==> src/rtl/tdm_demux16.sv <==
// 1:16 time-division demultiplexer: a serial stream is steered slot-by-slot into a shadow
// register, which is copied to q at frame end. Define DEMUX_PARITY_EN to add a 17th parity slot.
module tdm_demux16 #(
   parameter int unsigned IDLE_TIMEOUT = 0
) (
   input  logic        clk,
   input  logic        rst_n,
   input  logic        mode,
   input  logic [3:0]  sel,
   input  logic        din,
   input  logic        din_valid,
   input  logic        frame_start,
   output logic [15:0] q,
   output logic [3:0]  cur_slot,
   output logic        busy,
   output logic        frame_done,
`ifdef DEMUX_PARITY_EN
   output logic        parity_err,
`endif
   output logic        frame_abort
);

   // state  | meaning
   // S_IDLE | waiting for frame_start (or in manual mode)
   // S_RECV | collecting slots into the shadow register
   typedef enum logic {S_IDLE, S_RECV} state_t;

`ifdef DEMUX_PARITY_EN
   localparam int unsigned SW = 5;
   localparam logic [SW-1:0] LAST_SLOT = 5'd16;
`else
   localparam int unsigned SW = 4;
   localparam logic [SW-1:0] LAST_SLOT = 4'd15;
`endif
   localparam logic [7:0] TO_LAST = 8'(IDLE_TIMEOUT - 1);

   state_t          state_q;
   logic [SW-1:0]   slot_q;
   logic [15:0]     shadow_q;
   logic [15:0]     q_q;
   logic [7:0]      tcnt_q;
   logic            done_q;
   logic            abort_q;
   logic            perr_q;

   always_ff @(posedge clk) begin
      if (!rst_n) begin
         state_q  <= S_IDLE;
         slot_q   <= '0;
         shadow_q <= '0;
         q_q      <= '0;
         tcnt_q   <= '0;
         done_q   <= 1'b0;
         abort_q  <= 1'b0;
         perr_q   <= 1'b0;
      end else begin
         done_q  <= 1'b0;
         abort_q <= 1'b0;
         perr_q  <= 1'b0;
         if (mode) begin
            // manual write drops any partial frame without signalling
            state_q <= S_IDLE;
            slot_q  <= '0;
            tcnt_q  <= '0;
            if (din_valid) q_q[sel] <= din;
         end else begin
            case (state_q)
               S_IDLE: begin
                  tcnt_q <= '0;
                  if (frame_start) begin
                     state_q <= S_RECV;
                     if (din_valid) begin
                        shadow_q[0] <= din;
                        slot_q      <= SW'(1);
                     end else begin
                        slot_q <= '0;
                     end
                  end
               end
               S_RECV: begin
                  if (din_valid && slot_q == LAST_SLOT) begin
`ifdef DEMUX_PARITY_EN
                     if (din == ^shadow_q) begin
                        q_q    <= shadow_q;
                        done_q <= 1'b1;
                     end else begin
                        perr_q <= 1'b1;
                     end
`else
                     q_q    <= {din, shadow_q[14:0]};
                     done_q <= 1'b1;
`endif
                     // a coincident frame_start opens a fresh frame at slot 0
                     slot_q  <= '0;
                     tcnt_q  <= '0;
                     state_q <= frame_start ? S_RECV : S_IDLE;
                  end else if (frame_start) begin
                     abort_q <= 1'b1;
                     tcnt_q  <= '0;
                     if (din_valid) begin
                        shadow_q[0] <= din;
                        slot_q      <= SW'(1);
                     end else begin
                        slot_q <= '0;
                     end
                  end else if (din_valid) begin
                     shadow_q[slot_q[3:0]] <= din;
                     slot_q                <= slot_q + 1'b1;
                     tcnt_q                <= '0;
                  end else if (IDLE_TIMEOUT != 0) begin
                     if (tcnt_q == TO_LAST) begin
                        abort_q <= 1'b1;
                        state_q <= S_IDLE;
                        slot_q  <= '0;
                        tcnt_q  <= '0;
                     end else begin
                        tcnt_q <= tcnt_q + 8'd1;
                     end
                  end
               end
               default: state_q <= S_IDLE;
            endcase
         end
      end
   end

   assign q           = q_q;
   assign cur_slot    = slot_q[3:0];
   assign busy        = (state_q == S_RECV);
   assign frame_done  = done_q;
   assign frame_abort = abort_q;
`ifdef DEMUX_PARITY_EN
   assign parity_err  = perr_q;
`else
   logic unused_perr;
   assign unused_perr = perr_q;
`endif

endmodule

==> config.mk <==
export PLATFORM = sky130hd
export DESIGN_NAME = tdm_demux16
export DESIGN_NICKNAME = d
export VERILOG_FILES = /design/src/rtl/tdm_demux16.sv
export SDC_FILE = /design/constraint.sdc
export NUM_CORES = 1
export LEC_CHECK = 0
export ABC_AREA = 1
export CAP_MARGIN = 10
export CORE_UTILIZATION = 59
export CTS_CLUSTER_DIAMETER = 200
export DETAILED_ROUTE_END_ITERATION = 6
export PLACE_DENSITY = 0.85
export SLEW_MARGIN = 30
export SYNTH_ARGS = -nofsm -noshare
export SYNTH_HDL_FRONTEND = slang
export SYNTH_SLANG_ARGS = --single-unit
==> constraint.sdc <==
create_clock -name clk -period 2.26 [get_ports clk]
set_input_delay 0.678 -clock clk [delete_from_list [all_inputs] [get_ports clk]]
set_output_delay 0.678 -clock clk [all_outputs]
set_load 0.02 [all_outputs]
==> results.json, run 1 <==
{
  "outcome": "finished clean",
  "synth.avg_cell_area_um2": 5.95,
  "cp-end-kind": "primary output",
  "synth_top_cell_area_share_pct": 32.8,
  "power.share.switching_pct": 26.4,
  "cp-start-kind": "flop",
  "drv_slew": 0,
  "p_sw_mw": 0.397,
  "dr.first_iter.drc_count": 202,
  "critPathMaxFanout": 7,
  "arrival_ns": 1.42,
  "seqPwrFrac_pct": 46.4,
  "cts_tree": "done",
  "ys_ff_latch": 38,
  "groute.usage.overall_pct": 27.7,
  "antenna_found_initial": 0,
  "rows": 22,
  "cellLeakagePower_nw": 1.30,
  "die_h_um": 64.7,
  "synthAdderAreaFrac_pct": 2.16,
  "initial_core_util_pct": 62.4,
  "p_int_mw": 1.11,
  "fmax_ghz": 0.477,
  "fin_nets": 438,
  "ys_types": 26,
  "synth_commonest_cells": "nand2_1, nor2_1, inv_1",
  "seq_area_frac_synth_pct": 32.8,
  "path_class": "reg2out",
  "fill_cells": 330,
  "maxCapViolCount": 0,
  "tightest_slew_ns": 0.421,
  "diodes": 0,
  "relSlewSlack_pct": 71.9,
  "ant_nets": 0,
  "synth_most_common_cell": "nand2_1",
  "grt_max_degree": 20,
  "wire_per_inst_um": 10.8,
  "clock_tree.buffer_depth": 2,
  "post_cts_resized": 0,
  "htreeDepth": 2,
  "combPwrFrac_pct": 15.4,
  "synth_mux_area_share_pct": 0,
  "pwr-share-clk_pct": 38.2,
  "hold_violations": 0,
  "syn_to_final_growth_pct": 19.5,
  "cts-root-buf": "clkbuf_8",
  "coreArea_um2": 3720,
  "power.total_mw": 1.51,
  "remaining_drc_errors": 0,
  "rsz0062_at_grt": "no",
  "dp_slack_ns": 0.0455,
  "cts_inserted_buffers": 5,
  "yosys.area.top_type": "dfxtp_1",
  "grt_pass1_wl_um": 9030,
  "power_per_cell_area_nw_per_um2": 543,
  "portBuffers": 32,
  "yosys.area_share.simple_pct": 45.3,
  "fin_crit_sh_pct": 92.7,
  "gp_congestion": 0.868,
  "grt.overflow.total": 0,
  "synthTopCellsByArea": "dfxtp_1, nand2_1, nor2_1, inv_1, nand4_1",
  "synth_top_family_by_area": "simple AND/OR/NAND/NOR gates",
  "async_flop_share_pct": 0,
  "cp.buffers_inverters": 1,
  "path_clk_slew_ns": 0.07,
  "synth_area_um2": 2320,
  "finalSetupViolations": 0,
  "final.min_clock_period_ns": 2.09,
  "drt_wl_total_um": 5120,
  "ios": 33,
  "firstDrtPassIters": 4,
  "cp_cell_sequence": "clkdlybuf4s50_1",
  "dp_hpwl_um": 3720,
  "clock_sinks": 38,
  "post_drt_via_cell_ratio": 4.94,
  "drive_above_1_share_pct": 6.82,
  "cts_hold_buf": 0,
  "die-area_um2": 4190,
  "clk_latency_ns": 0.29,
  "cp_top_family": "buffers and inverters",
  "yosys_warnings": 0,
  "syn-num-nets": 404,
  "fin_skew_ns": 0.00403,
  "synthFlopType": "dfxtp_1",
  "grt_pass1_vias": 2127,
  "synth-edff-count": 0,
  "dr_total_vias": 2336,
  "die_w_um": 64.7,
  "synth_cells": 390,
  "layout_setup_ws_ns": 0.165,
  "synth_compound_area_share_pct": 6.42,
  "synth_xor_area_share_pct": 0.378,
  "required_ns": 1.58,
  "min_path_type": "reg2reg",
  "cpPeakStageDelay_ns": 0.66,
  "crit_slowest_cell": "clkdlybuf4s50_1",
  "post_cts_buffers": 0,
  "max-vdd-ir-drop_v": 0.000420,
  "fin_tns_setup_ns": 0
}
power by group through the flow:
stage | combinational (mW) | sequential, mW | clock [mW]
2_1_floorplan | 0.131 | 0.735 | 0
3_3_place_gp | 0.226 | 0.714 | 0
4_1_cts | 0.232 | 0.699 | 0.581
5_1_grt | 0.262 | 0.700 | 0.610
6_report | 0.232 | 0.699 | 0.575
3_5_place_dp | 0.230 | 0.714 | 0
worst paths after layout:
path	from	depth (start not counted)	slack [ns]	to
worst max-delay path	cur_slot[2]	1	0.17	cur_slot[2]
worst min-delay path	shadow_q[10]	2	0.49	shadow_q[10]
worst max register to register	cur_slot[1]	8	0.80	q[6]
worst min register to register	shadow_q[10]	2	0.49	shadow_q[10]
cell usage in the layout (no fill, tap or decap):
master / instances
clkbuf_1: 2
ha_1: 4
xor2_1: 1
a21oi_1: 11
inv_2: 2
o211ai_1: 1
bufinv_16: 1
inv_1: 51
dfxtp_1: 38
nand4_1: 14
nand2_8: 1
inv_4: 1
nor2_1: 97
clkbuf_8: 5
nand2_1: 119
nand3_1: 9
buf_4: 8
nand3_2: 1
o21ai_0: 13
nor2_4: 2
nand2_4: 1
nand2_2: 7
clkdlybuf4s50_1: 32
o21ai_1: 3
o22ai_1: 1
metrics by stage:
step,cells,hold WS [ns],utilization (%),instance area [um2]
CTS,473,0.494,74.6,2770
global placement,465,0.464,71.7,2670
floorplan,390,0.455,-,2320
finish,473,0.492,74.6,2770
global route,473,0.517,74.6,2770
detailed placement,465,0.482,71.7,2670
state kept, by name, summed over array words and instances (netlist names):
register     count
cur_slot         4
busy             1
q               16
shadow_q        15
frame_abort      1
frame_done       1
final cells by class:
class / instances / area, um2 / area share (%)
timing repair buffer: 40 / 380 / 13.7
tap: 48 / 60.1 / 2.17
multi-input combinational: 285 / 1260 / 45.4
clock buffer: 7 / 76.3 / 2.75
clock inverter: 1 / 30.0 / 1.08
sequential: 38 / 761 / 27.4
inverter: 54 / 205 / 7.40
routing by layer:
| layer | routed length, um | vias up | global-route usage (%) |
|---|---|---|---|
| met4 | 54 | 0 | 8.61 |
| li1 | - | 1246 | - |
| met1 | 2450 | 1029 | 34.6 |
| met3 | 246 | 6 | 5.81 |
| met5 | 0 | - | 0 |
| met2 | 2370 | 55 | 47.0 |
logic make-up (layout without fill, tap and decap cells):
family / count (synthesis) / in the layout
buf+inv: 67 / 102
xor+xnor: 1 / 1
compound gates: 29 / 29
fa+ha+maj: 4 / 4
flops: 38 / 38
simple gates: 251 / 251
(Power assumes the default switching activity.)
==> run 2: changes to the inputs <==
--- a/config.mk
+++ b/config.mk
@@ -7,6 +7,7 @@
 export LEC_CHECK = 0
 export ABC_AREA = 1
 export CAP_MARGIN = 10
+export CORE_MARGIN = 8
 export CORE_UTILIZATION = 59
 export CTS_CLUSTER_DIAMETER = 200
 export DETAILED_ROUTE_END_ITERATION = 6
==> results.json, run 2 (synthesis gave the netlist of run 1 again) <==
{
  "grt.overflow.total": 0,
  "clock_tree.buffer_depth": 2,
  "rows": 22,
  "tightest_slew_ns": 0.325,
  "final_cell_count_no_fill": 476,
  "cp-startpoint": "cur_slot[2]",
  "portBuffers": 32,
  "power.total_mw": 1.65,
  "postLayoutCoreUtil_pct": 76.0,
  "grt_pass1_wl_um": 10300,
  "place_inst": 468,
  "grt_pass1_vias": 2362,
  "die_w_um": 78.7,
  "remaining_drc_errors": 0,
  "cp_cell_sequence": "clkdlybuf4s50_1",
  "wl_met3_um": 376,
  "clock_sinks": 38,
  "initial_core_util_pct": 62.4,
  "drt_wl_total_um": 5730,
  "dp_hpwl_um": 4260,
  "layout_setup_ws_ns": 0.150,
  "ios": 33,
  "fmax_ghz": 0.474,
  "cpPeakStageDelay_ns": 0.66,
  "r2r_start": "cur_slot[1]",
  "wire_per_inst_um": 12.0,
  "cts-root-buf": "clkbuf_8",
  "top_layer": "met4",
  "post_cts_buffers": 0,
  "required_ns": 1.58,
  "arrival_ns": 1.43,
  "final.min_clock_period_ns": 2.11,
  "drv_slew": 0,
  "cp_top_family": "buffers and inverters",
  "fill_cells": 322,
  "finalSetupViolations": 0,
  "relSlewSlack_pct": 78.3,
  "cts_tree": "done",
  "cp-end-kind": "primary output",
  "dr.first_iter.drc_count": 232,
  "htreeDepth": 2,
  "max-vdd-ir-drop_v": 0.000370,
  "critPathMaxFanout": 7,
  "rsz0062_at_grt": "no",
  "ant_nets": 0,
  "path_class": "reg2out",
  "final_cell_mix": "nand2_1, nor2_1, inv_1",
  "drive_above_1_share_pct": 7.94,
  "cts_hold_buf": 0,
  "cellLeakagePower_nw": 1.33,
  "outcome": "finished clean",
  "diodes": 0,
  "die_h_um": 78.7,
  "cp-start-kind": "flop",
  "syn_to_final_growth_pct": 21.8,
  "clk_latency_ns": 0.30,
  "grt_max_degree": 20,
  "fin_nets": 441,
  "cts_inserted_buffers": 5,
  "largest_register_ffs": 16,
  "groute.usage.overall_pct": 19.8,
  "die-area_um2": 6190,
  "dp_slack_ns": 0.120,
  "fin_crit_sh_pct": 93.4,
  "hold_start": "shadow_q[9]",
  "final_common_cell": "nand2_1",
  "hold_violations": 0,
  "post_drt_via_cell_ratio": 5.10,
  "fin_skew_ns": 0.00502,
  "path_clk_slew_ns": 0.08,
  "dr_total_vias": 2428,
  "cp.buffers_inverters": 1,
  "dr_wl_met2_um": 2700,
  "maxCapViolCount": 0,
  "min_path_type": "reg2reg",
  "wl_met1_um": 2530,
  "post_cts_resized": 0,
  "antenna_found_initial": 0,
  "coreArea_um2": 3720,
  "gp_congestion": 0.923,
  "fin_tns_setup_ns": 0,
  "crit_slowest_cell": "clkdlybuf4s50_1",
  "firstDrtPassIters": 6,
  "power_per_cell_area_nw_per_um2": 584
}
-- run 2: where the power goes --
group          leakage (nW)  internal [mW]  switching (mW)
sequential            0.309          0.688          0.0110
combinational         0.949         0.0943           0.146
clock                0.0683          0.443           0.268
total                  1.33           1.22           0.425
-- run 2: path summary, 6_finish.rpt --
check             slack [ns]  depth (start not counted)          end
hold / removal          0.49                          2  shadow_q[9]
hold reg to reg         0.49                          2  shadow_q[9]
setup / recovery        0.15                          1  cur_slot[2]
setup reg to reg        0.80                          8        q[10]
-- run 2: per-stage QoR --
step,instance area [um2],hold WS [ns]
5_1_grt,2830,0.521
6_report,2830,0.487
3_3_place_gp,2690,0.466
4_1_cts,2830,0.488
2_1_floorplan,2320,0.455
3_5_place_dp,2690,0.468
-- run 2: area by class of cell --
class,count,area (um2),share of cell area [%]
Sequential cell,38,761,26.9
Clock inverter,3,68.8,2.44
Clock buffer,5,68.8,2.44
Tap cell,48,60.1,2.13
Timing Repair Buffer,43,403,14.3
Multi-Input combinational cell,285,1260,44.6
Inverter,54,205,7.26
-- run 2: metal layers --
layer | track usage (%) | vias up
met3 | 4.50 | 16
li1 | - | 1257
met1 | 24.0 | 1066
met5 | 0 | -
met2 | 33.3 | 89
met4 | 7.59 | 0
